--- src/rtl/div32_restoring.sv ---
// Unsigned restoring divider, one trial subtraction per cycle: WIDTH cycles accept-to-result, 0 extra for divide-by-zero.
// One op in flight; in_ready low from accept until the result is taken with out_ready, result held stable meanwhile.
module div32_restoring #(
    parameter int WIDTH = 32
) (
    input  logic             clk,
    input  logic             rst_n,
    input  logic             in_valid,
    output logic             in_ready,
    input  logic [WIDTH-1:0] dividend,
    input  logic [WIDTH-1:0] divisor,
    output logic             out_valid,
    input  logic             out_ready,
    output logic [WIDTH-1:0] quotient,
    output logic [WIDTH-1:0] remainder,
    output logic             div_by_zero
);
    localparam int CW = $clog2(WIDTH + 1);

    typedef enum logic [1:0] {IDLE, BUSY, DONE} state_t;

    state_t           state_q, state_d;
    // Partial remainder: the WIDTH+1 bit of the running remainder is always
    // zero after an iteration (pr <= d_reg), so only WIDTH bits are stored.
    logic [WIDTH-1:0] pr_q, pr_d;
    logic [WIDTH-1:0] qr_q, qr_d;
    logic [WIDTH-1:0] d_q, d_d;
    logic [CW-1:0]    cnt_q, cnt_d;
    logic [WIDTH-1:0] quo_q, quo_d;
    logic [WIDTH-1:0] rem_q, rem_d;
    logic             dbz_q, dbz_d;

    logic [WIDTH:0]   s;
    logic [WIDTH:0]   t;
    logic [WIDTH-1:0] pr_nxt;
    logic [WIDTH-1:0] qr_nxt;

    assign s      = {pr_q, qr_q[WIDTH-1]};
    assign t      = s - {1'b0, d_q};
    assign pr_nxt = t[WIDTH] ? s[WIDTH-1:0] : t[WIDTH-1:0];
    assign qr_nxt = {qr_q[WIDTH-2:0], ~t[WIDTH]};

    always_comb begin
        state_d = state_q;
        pr_d    = pr_q;
        qr_d    = qr_q;
        d_d     = d_q;
        cnt_d   = cnt_q;
        quo_d   = quo_q;
        rem_d   = rem_q;
        dbz_d   = dbz_q;
        case (state_q)
            IDLE: begin
                if (in_valid) begin
                    if (divisor != '0) begin
                        qr_d    = dividend;
                        pr_d    = '0;
                        d_d     = divisor;
                        cnt_d   = CW'(WIDTH);
                        dbz_d   = 1'b0;
                        state_d = BUSY;
                    end else begin
                        quo_d   = '1;
                        rem_d   = dividend;
                        dbz_d   = 1'b1;
                        state_d = DONE;
                    end
                end
            end
            BUSY: begin
                pr_d  = pr_nxt;
                qr_d  = qr_nxt;
                cnt_d = cnt_q - CW'(1);
                if (cnt_q == CW'(1)) begin
                    quo_d   = qr_nxt;
                    rem_d   = pr_nxt;
                    state_d = DONE;
                end
            end
            DONE: begin
                if (out_ready) state_d = IDLE;
            end
            default: state_d = IDLE;
        endcase
    end

    always_ff @(posedge clk or negedge rst_n) begin
        if (!rst_n) begin
            state_q <= IDLE;
            pr_q    <= '0;
            qr_q    <= '0;
            d_q     <= '0;
            cnt_q   <= '0;
            quo_q   <= '0;
            rem_q   <= '0;
            dbz_q   <= 1'b0;
        end else begin
            state_q <= state_d;
            pr_q    <= pr_d;
            qr_q    <= qr_d;
            d_q     <= d_d;
            cnt_q   <= cnt_d;
            quo_q   <= quo_d;
            rem_q   <= rem_d;
            dbz_q   <= dbz_d;
        end
    end

    assign in_ready    = (state_q == IDLE);
    assign out_valid   = (state_q == DONE);
    assign quotient    = quo_q;
    assign remainder   = rem_q;
    assign div_by_zero = dbz_q;
endmodule

--- config.mk ---
export PLATFORM = sky130hd
export DESIGN_NAME = div32_restoring
export DESIGN_NICKNAME = d
export VERILOG_FILES = /design/src/rtl/div32_restoring.sv
export SDC_FILE = /design/constraint.sdc
export NUM_CORES = 1
export LEC_CHECK = 0
export BUFFER_PORTS_ARGS = -buffer_cell sky130_fd_sc_hd__buf_2
export CORE_MARGIN = 2
export CORE_UTILIZATION = 45
export DETAILED_ROUTE_END_ITERATION = 8
export GPL_ROUTABILITY_DRIVEN = 0
export PLACE_DENSITY = 0.65
export SYNTH_ARGS = -nofsm -noshare
export SYNTH_HDL_FRONTEND = slang
export SYNTH_SLANG_ARGS = --single-unit
--- constraint.sdc ---
create_clock -name clk -period 5.9 [get_ports clk]
set_clock_uncertainty 0.15 [all_clocks]
set_input_delay 1.77 -clock clk [delete_from_list [all_inputs] [get_ports clk]]
set_output_delay 1.77 -clock clk [all_outputs]
set_load 0.05 [all_outputs]
==> impl_metrics.tcl, run 1 <==
set metrics [dict create \
    status "complete, no violations" \
    fill_cells 1852 \
    post-route-period-util_pct 75.4 \
    fp.coreArea_sq_um 19500 \
    grtUsageTotal_pct 22.8 \
    worst_pin_slew_ns 0.948 \
    ys_ff_latch 169 \
    rsz0062_at_grt "false" \
    crit_fanout 26 \
    dpl.hpwl_mm 16.5 \
    drt_iter0_drc 513 \
    crit_chain "buf_2 -> nor4_1 -> nand2_1 -> nor4_1 -> a21oi_1 -> or3_1 -> buf_4 -> nand2_1 -> o211ai_1" \
    routedWlPerCell_um 16.5 \
    synth.cell_area_sq_um 8900 \
    hold_viol 0 \
    via_per_inst 5.51 \
    gr-usage-met2_pct 33.4 \
    grt_pass1_vias 7185 \
    fp.dieW_um 145 \
    final_common_cell "nand2_1" \
    synth_top_area_share_pct 47.5 \
    syn_inst 1029 \
    use_met3_pct 4.44 \
    cts_buffers 17 \
    setup-violations-final 0 \
    nets 1233 \
    post_cts_buffers 0 \
    place_area_sq_um 9770 \
    syn_to_final_growth_pct 16.1 \
    grt_overflow_total 0 \
    critPathLaunchType "input pin" \
    maxSlewViolCount 0 \
    wl_mm 23.2 \
    cp_slowest_cell "or3_1" \
    grt_pass1_wl_mm 37.3 \
    seq_area_frac_synth_pct 47.5 \
    slowest_delay_ns 0.73 \
    synthTopCellsByArea "dfrtp_1 (47%), nand2_1 (11%), o21ai_0 (5.4%)" \
    ys_warn_count 0 \
    ys_types 63 \
    cts_hold_buf 0 \
    maxCapViolCount 0 \
    cts.repair.resized 0 \
    dieArea_sq_um 20900 \
    relSlewSlack_pct 36.6 \
    arrival_ns 4.61 \
    cts_max_level 4 \
    cp_num_buf_inv 2 \
    numPortBuffers 134 \
    drtAntennaViolNets 0 \
    endpoint_kind "register" \
    critical_path_class "input pin to register" \
    final_cell_area_sq_um 10300 \
    start_util_pct 45.8 \
    multi_input_area_sq_um 4310 \
    cts-root-buf "clkbuf_16" \
    clk_pin_slew_ns 0.07 \
    drc_errors 0 \
    max_freq_mhz 225 \
    setup-tns-final_ns 0 \
    crit_required_ns 6.06 \
    ys.flop_type "dfrtp_1" \
    path_delay_family "simple AND/OR/NAND/NOR gates" \
    drive_gt1_share_pct 16.9 \
    numClockSinks 169 \
    seqCellArea_sq_um 4230 \
    clk-insertion-delay-late_ns 0.43 \
    synth_enable_flop_cells 0 \
    syn-num-nets 1132 \
    die_y_um 145 \
    grt-busiest-layer "met1" \
    insertedDiodeCount 0 \
    first_pass_iters 7 \
    utilization_pct 53.1 \
    hold_class "register to register" \
    period_minus_slack_ns 4.45 \
    avgSynthCellArea_sq_um 8.65 \
    grt_antenna_before_repair 0 \
    clockBufferDepth 2 \
    rows 51 \
    yosysTopAreaCell "dfrtp_1" \
    grt_max_degree 106 \
    cts_tree "done" \
    ys_async_sr_fraction_pct 100 \
    final_cell_mix "nand2_1 (250), dfrtp_1 (169), buf_2 (133), o21ai_0 (96), nor2_1 (77)" \
    io_pins 135 \
    met1_usage_pct 34.1 \
    vias 7758 \
]
==> state kept, by name (all words and copies together), names as in the netlist <==
register	flops
qr_q	32
remainder	32
pr_q	32
state_q	2
cnt_q	6
div_by_zero	1
d_q	32
quotient	32
==> routing by layer <==
layer | vias to the layer above | share of wire (%)
met4 | 0 | 1.7
met2 | 241 | 44
met5 | - | 0
met1 | 3705 | 48
li1 | 3782 | -
met3 | 30 | 6.4
==> layout make-up <==
class	count	area share, %
multi-input combinational	760	41.7
sequential	169	40.9
timing repair buffer	143	7.32
clock buffer	18	4.15
tap	265	3.21
inverter	39	1.42
clock inverter	14	1.33
==> kinds of logic after synthesis <==
logic type      share of synthesized area, %
compound gates                          19.0
flops                                   47.5
simple gates                            19.3
mux                                     1.81
buf+inv                                 4.50
fa+ha+maj                               5.00
xor+xnor                                2.85
==> worst reg2reg max path, stage by stage (launching register included) <==
cell and delay [ns]:
dfrtp_1 0.41, inv_1 0.07, ha_1 0.23, fa_1 0.38, nand2b_1 0.19, a21o_1 0.21, a21oi_1 0.32, a21oi_1 0.24
o31a_4 0.38, mux2i_4 0.56, nand2_4 0.34, mux2i_1 0.42, o221ai_1 0.16
==> worst paths after layout <==
kind                             startpoint       endpoint  slack (ns)  cells after the start
worst max-delay path             divisor[1]  remainder[30]        1.45                      9
worst min register to register  quotient[3]    quotient[3]        0.31                      2
min in group asynchronous             rst_n    quotient[5]        1.32                      1
worst max register to register     qr_q[31]  remainder[12]        1.70                     12
worst min-delay path            quotient[3]    quotient[3]        0.31                      2
max in group asynchronous             rst_n        d_q[19]        3.42                      2
==> metrics by stage <==
step                setup WS [ns]  hold WS, ns  std cells
global placement             1.07        0.295       1376
floorplan                    2.14        0.315       1029
CTS                          1.48        0.316       1408
detailed placement           1.03        0.301       1376
finish                       1.45        0.310       1408
global route                 1.25        0.337       1408
==> synthesized netlist by cell type, types with 2 or more instances <==
master,n
o221ai_1,5
a41oi_2,3
clkbuf_1,49
o31ai_1,2
o31a_1,2
o211ai_1,8
nand4_1,4
inv_1,39
o22ai_1,3
mux2i_1,9
nor2_1,78
buf_2,4
a211oi_1,18
xor2_1,8
nand2b_1,12
o21ai_0,96
ha_1,34
and3_1,5
dfrtp_1,169
a31oi_1,68
nor4_1,10
buf_6,2
nor3_1,9
buf_1,4
and4_1,3
xnor2_1,21
nand3_1,17
a21oi_1,45
o21a_1,3
a21o_1,8
nor2b_1,4
nand3b_1,2
nand2_1,250
and2_1,2
mux2_2,3
o21ai_1,3
Power of run 1 is not shown: default switching activity piles up to over one toggle a cycle in this logic, so the estimate is an artifact.
==> run 2, diff against run 1 <==
Settings changed: PLACE_DENSITY 0.65 to 0.68.
Clock period 5.9 ns to 3.84 ns, I/O delays scaled along.
==> run 2 against run 1 <==
Final cell count increased by 1.8%. Die area did not move. Global-route usage decreased by 0.14 points. Flip-flop and latch count stayed put. Sequential share of layout area down 1.1 points. Via count increased by 1.1%. First-iteration DRC count rose by 20%. Critical path depth rose by 4. Final area grew 2.8%. Setup slack got worse by 1.3 ns.
==> impl_metrics.tcl, run 2 (synthesis gave the netlist of run 1 again) <==
set metrics [dict create \
    status "complete, no violations" \
    arrival_ns 3.87 \
    setup-tns-final_ns 0 \
    drtAntennaViolNets 0 \
    crit_fanout 15 \
    nets 1259 \
    critPathLaunchType "register" \
    cts_buffers 17 \
    grtUsageTotal_pct 22.6 \
    numPortBuffers 134 \
    critical_path_class "register to register" \
    grt_antenna_before_repair 0 \
    first_pass_iters 5 \
    fill_cells 1791 \
    post_cts_buffers 0 \
    grt_pass1_wl_mm 36.6 \
    final_cell_mix "nand2_1 (250), dfrtp_1 (169), buf_2 (133), o21ai_0 (96), nor2_1 (77)" \
    endpoint_kind "register" \
    hold_class "register to register" \
    cts_hold_buf 0 \
    period_minus_slack_ns 3.66 \
    vias 7840 \
    cts_max_level 4 \
    via_per_inst 5.47 \
    place_area_sq_um 10000 \
    startpoint "qr_q[31]" \
    utilization_pct 54.6 \
    cts.repair.resized 0 \
    io_pins 135 \
    relSlewSlack_pct 39.5 \
    clk_pin_slew_ns 0.07 \
    cts_tree "done" \
    die_y_um 145 \
    grt_max_degree 82 \
    final_common_cell "nand2_1" \
    r2r-end "remainder[6]" \
    rsz0062_at_grt "false" \
    numClockSinks 169 \
    crit_required_ns 4.05 \
    drt_iter0_drc 615 \
    grt_pass1_vias 6873 \
    r2r_slack_ns 0.18 \
    rows 51 \
    drive_gt1_share_pct 18.7 \
    dieArea_sq_um 20900 \
    hold_slack_ns 0.309 \
    wl_met1_mm 11.6 \
    drc_errors 0 \
    top_layer_used "met4" \
    r2r-start "qr_q[31]" \
    maxCapViolCount 0 \
    start_util_pct 45.8 \
    wl_mm 23.5 \
    dpl.hpwl_mm 17.2 \
    clk-insertion-delay-late_ns 0.44 \
    cts-root-buf "clkbuf_16" \
    post-route-period-util_pct 95.3 \
    fp.dieW_um 145 \
    maxSlewViolCount 0 \
    final_cell_area_sq_um 10600 \
    clockBufferDepth 2 \
    hold_viol 0 \
    max_freq_mhz 273 \
    setup-violations-final 0 \
    insertedDiodeCount 0 \
    endpoint "remainder[6]" \
    wl_met2_mm 10.3 \
    fp.coreArea_sq_um 19500 \
    worst_pin_slew_ns 0.906 \
    worst-r2r-cell-count 13 \
    wl_met3_mm 1.14 \
    grt_overflow_total 0 \
    routedWlPerCell_um 16.4 \
    syn_to_final_growth_pct 19.3 \
]
## run 2: cell types whose count changed in the layout (fill, tap and decap cells not counted), sizes merged
cell	delta
clkinvlp	-3
clkbuf	+1
buf	+26
bufinv	+2
## run 2: final cells by class
type                    count  area (sq um)  area share [%]
clock buffers              19           443            4.17
well taps                 265           332            3.12
inverters                  39           146            1.38
multi-input cells         760          4310            40.5
repair buffers            169           990            9.31
flip-flops and latches    169          4230            39.8
clock inverters            13           179            1.68
## run 2: worst max-delay path: stages (launching register included)
cell	delay (ns)
dfrtp_1	0.38
inv_1	0.06
ha_1	0.22
fa_1	0.38
nand2b_1	0.20
a21o_1	0.20
a21oi_1	0.22
a21oi_1	0.16
o31a_4	0.35
mux2_4	0.34
nor2_8	0.28
a31oi_1	0.24
buf_4	0.24
a31oi_1	0.16
## run 2: worst min path at each step
| stage | cells past startpoint | endpoint | startpoint | slack (ns) |
|---|---|---|---|---|
| finish | 2 | quotient[19] | quotient[19] | 0.31 |
| CTS | 2 | quotient[1] | quotient[1] | 0.32 |
| global route | 2 | quotient[5] | quotient[5] | 0.34 |
| detailed placement | 2 | quotient[1] | quotient[1] | 0.30 |
| floorplan | 2 | qr_q[0] | qr_q[0] | 0.32 |
| global placement | 2 | quotient[26] | quotient[26] | 0.29 |
## run 2: layer usage
layer,global-route usage [%],vias up
li1,-,3841
met1,34.4,3707
met2,33.1,256
met3,3.36,36
met4,7.31,0
met5,0,-
## run 2: stage by stage
stage	worst slack, ns	cells
2_1_floorplan	0.630	1029
3_3_place_gp	0.144	1402
3_5_place_dp	0.0924	1402
4_1_cts	0.240	1434
5_1_grt	0.0262	1434
6_report	0.180	1434
Power of run 2 is left out for the same reason.
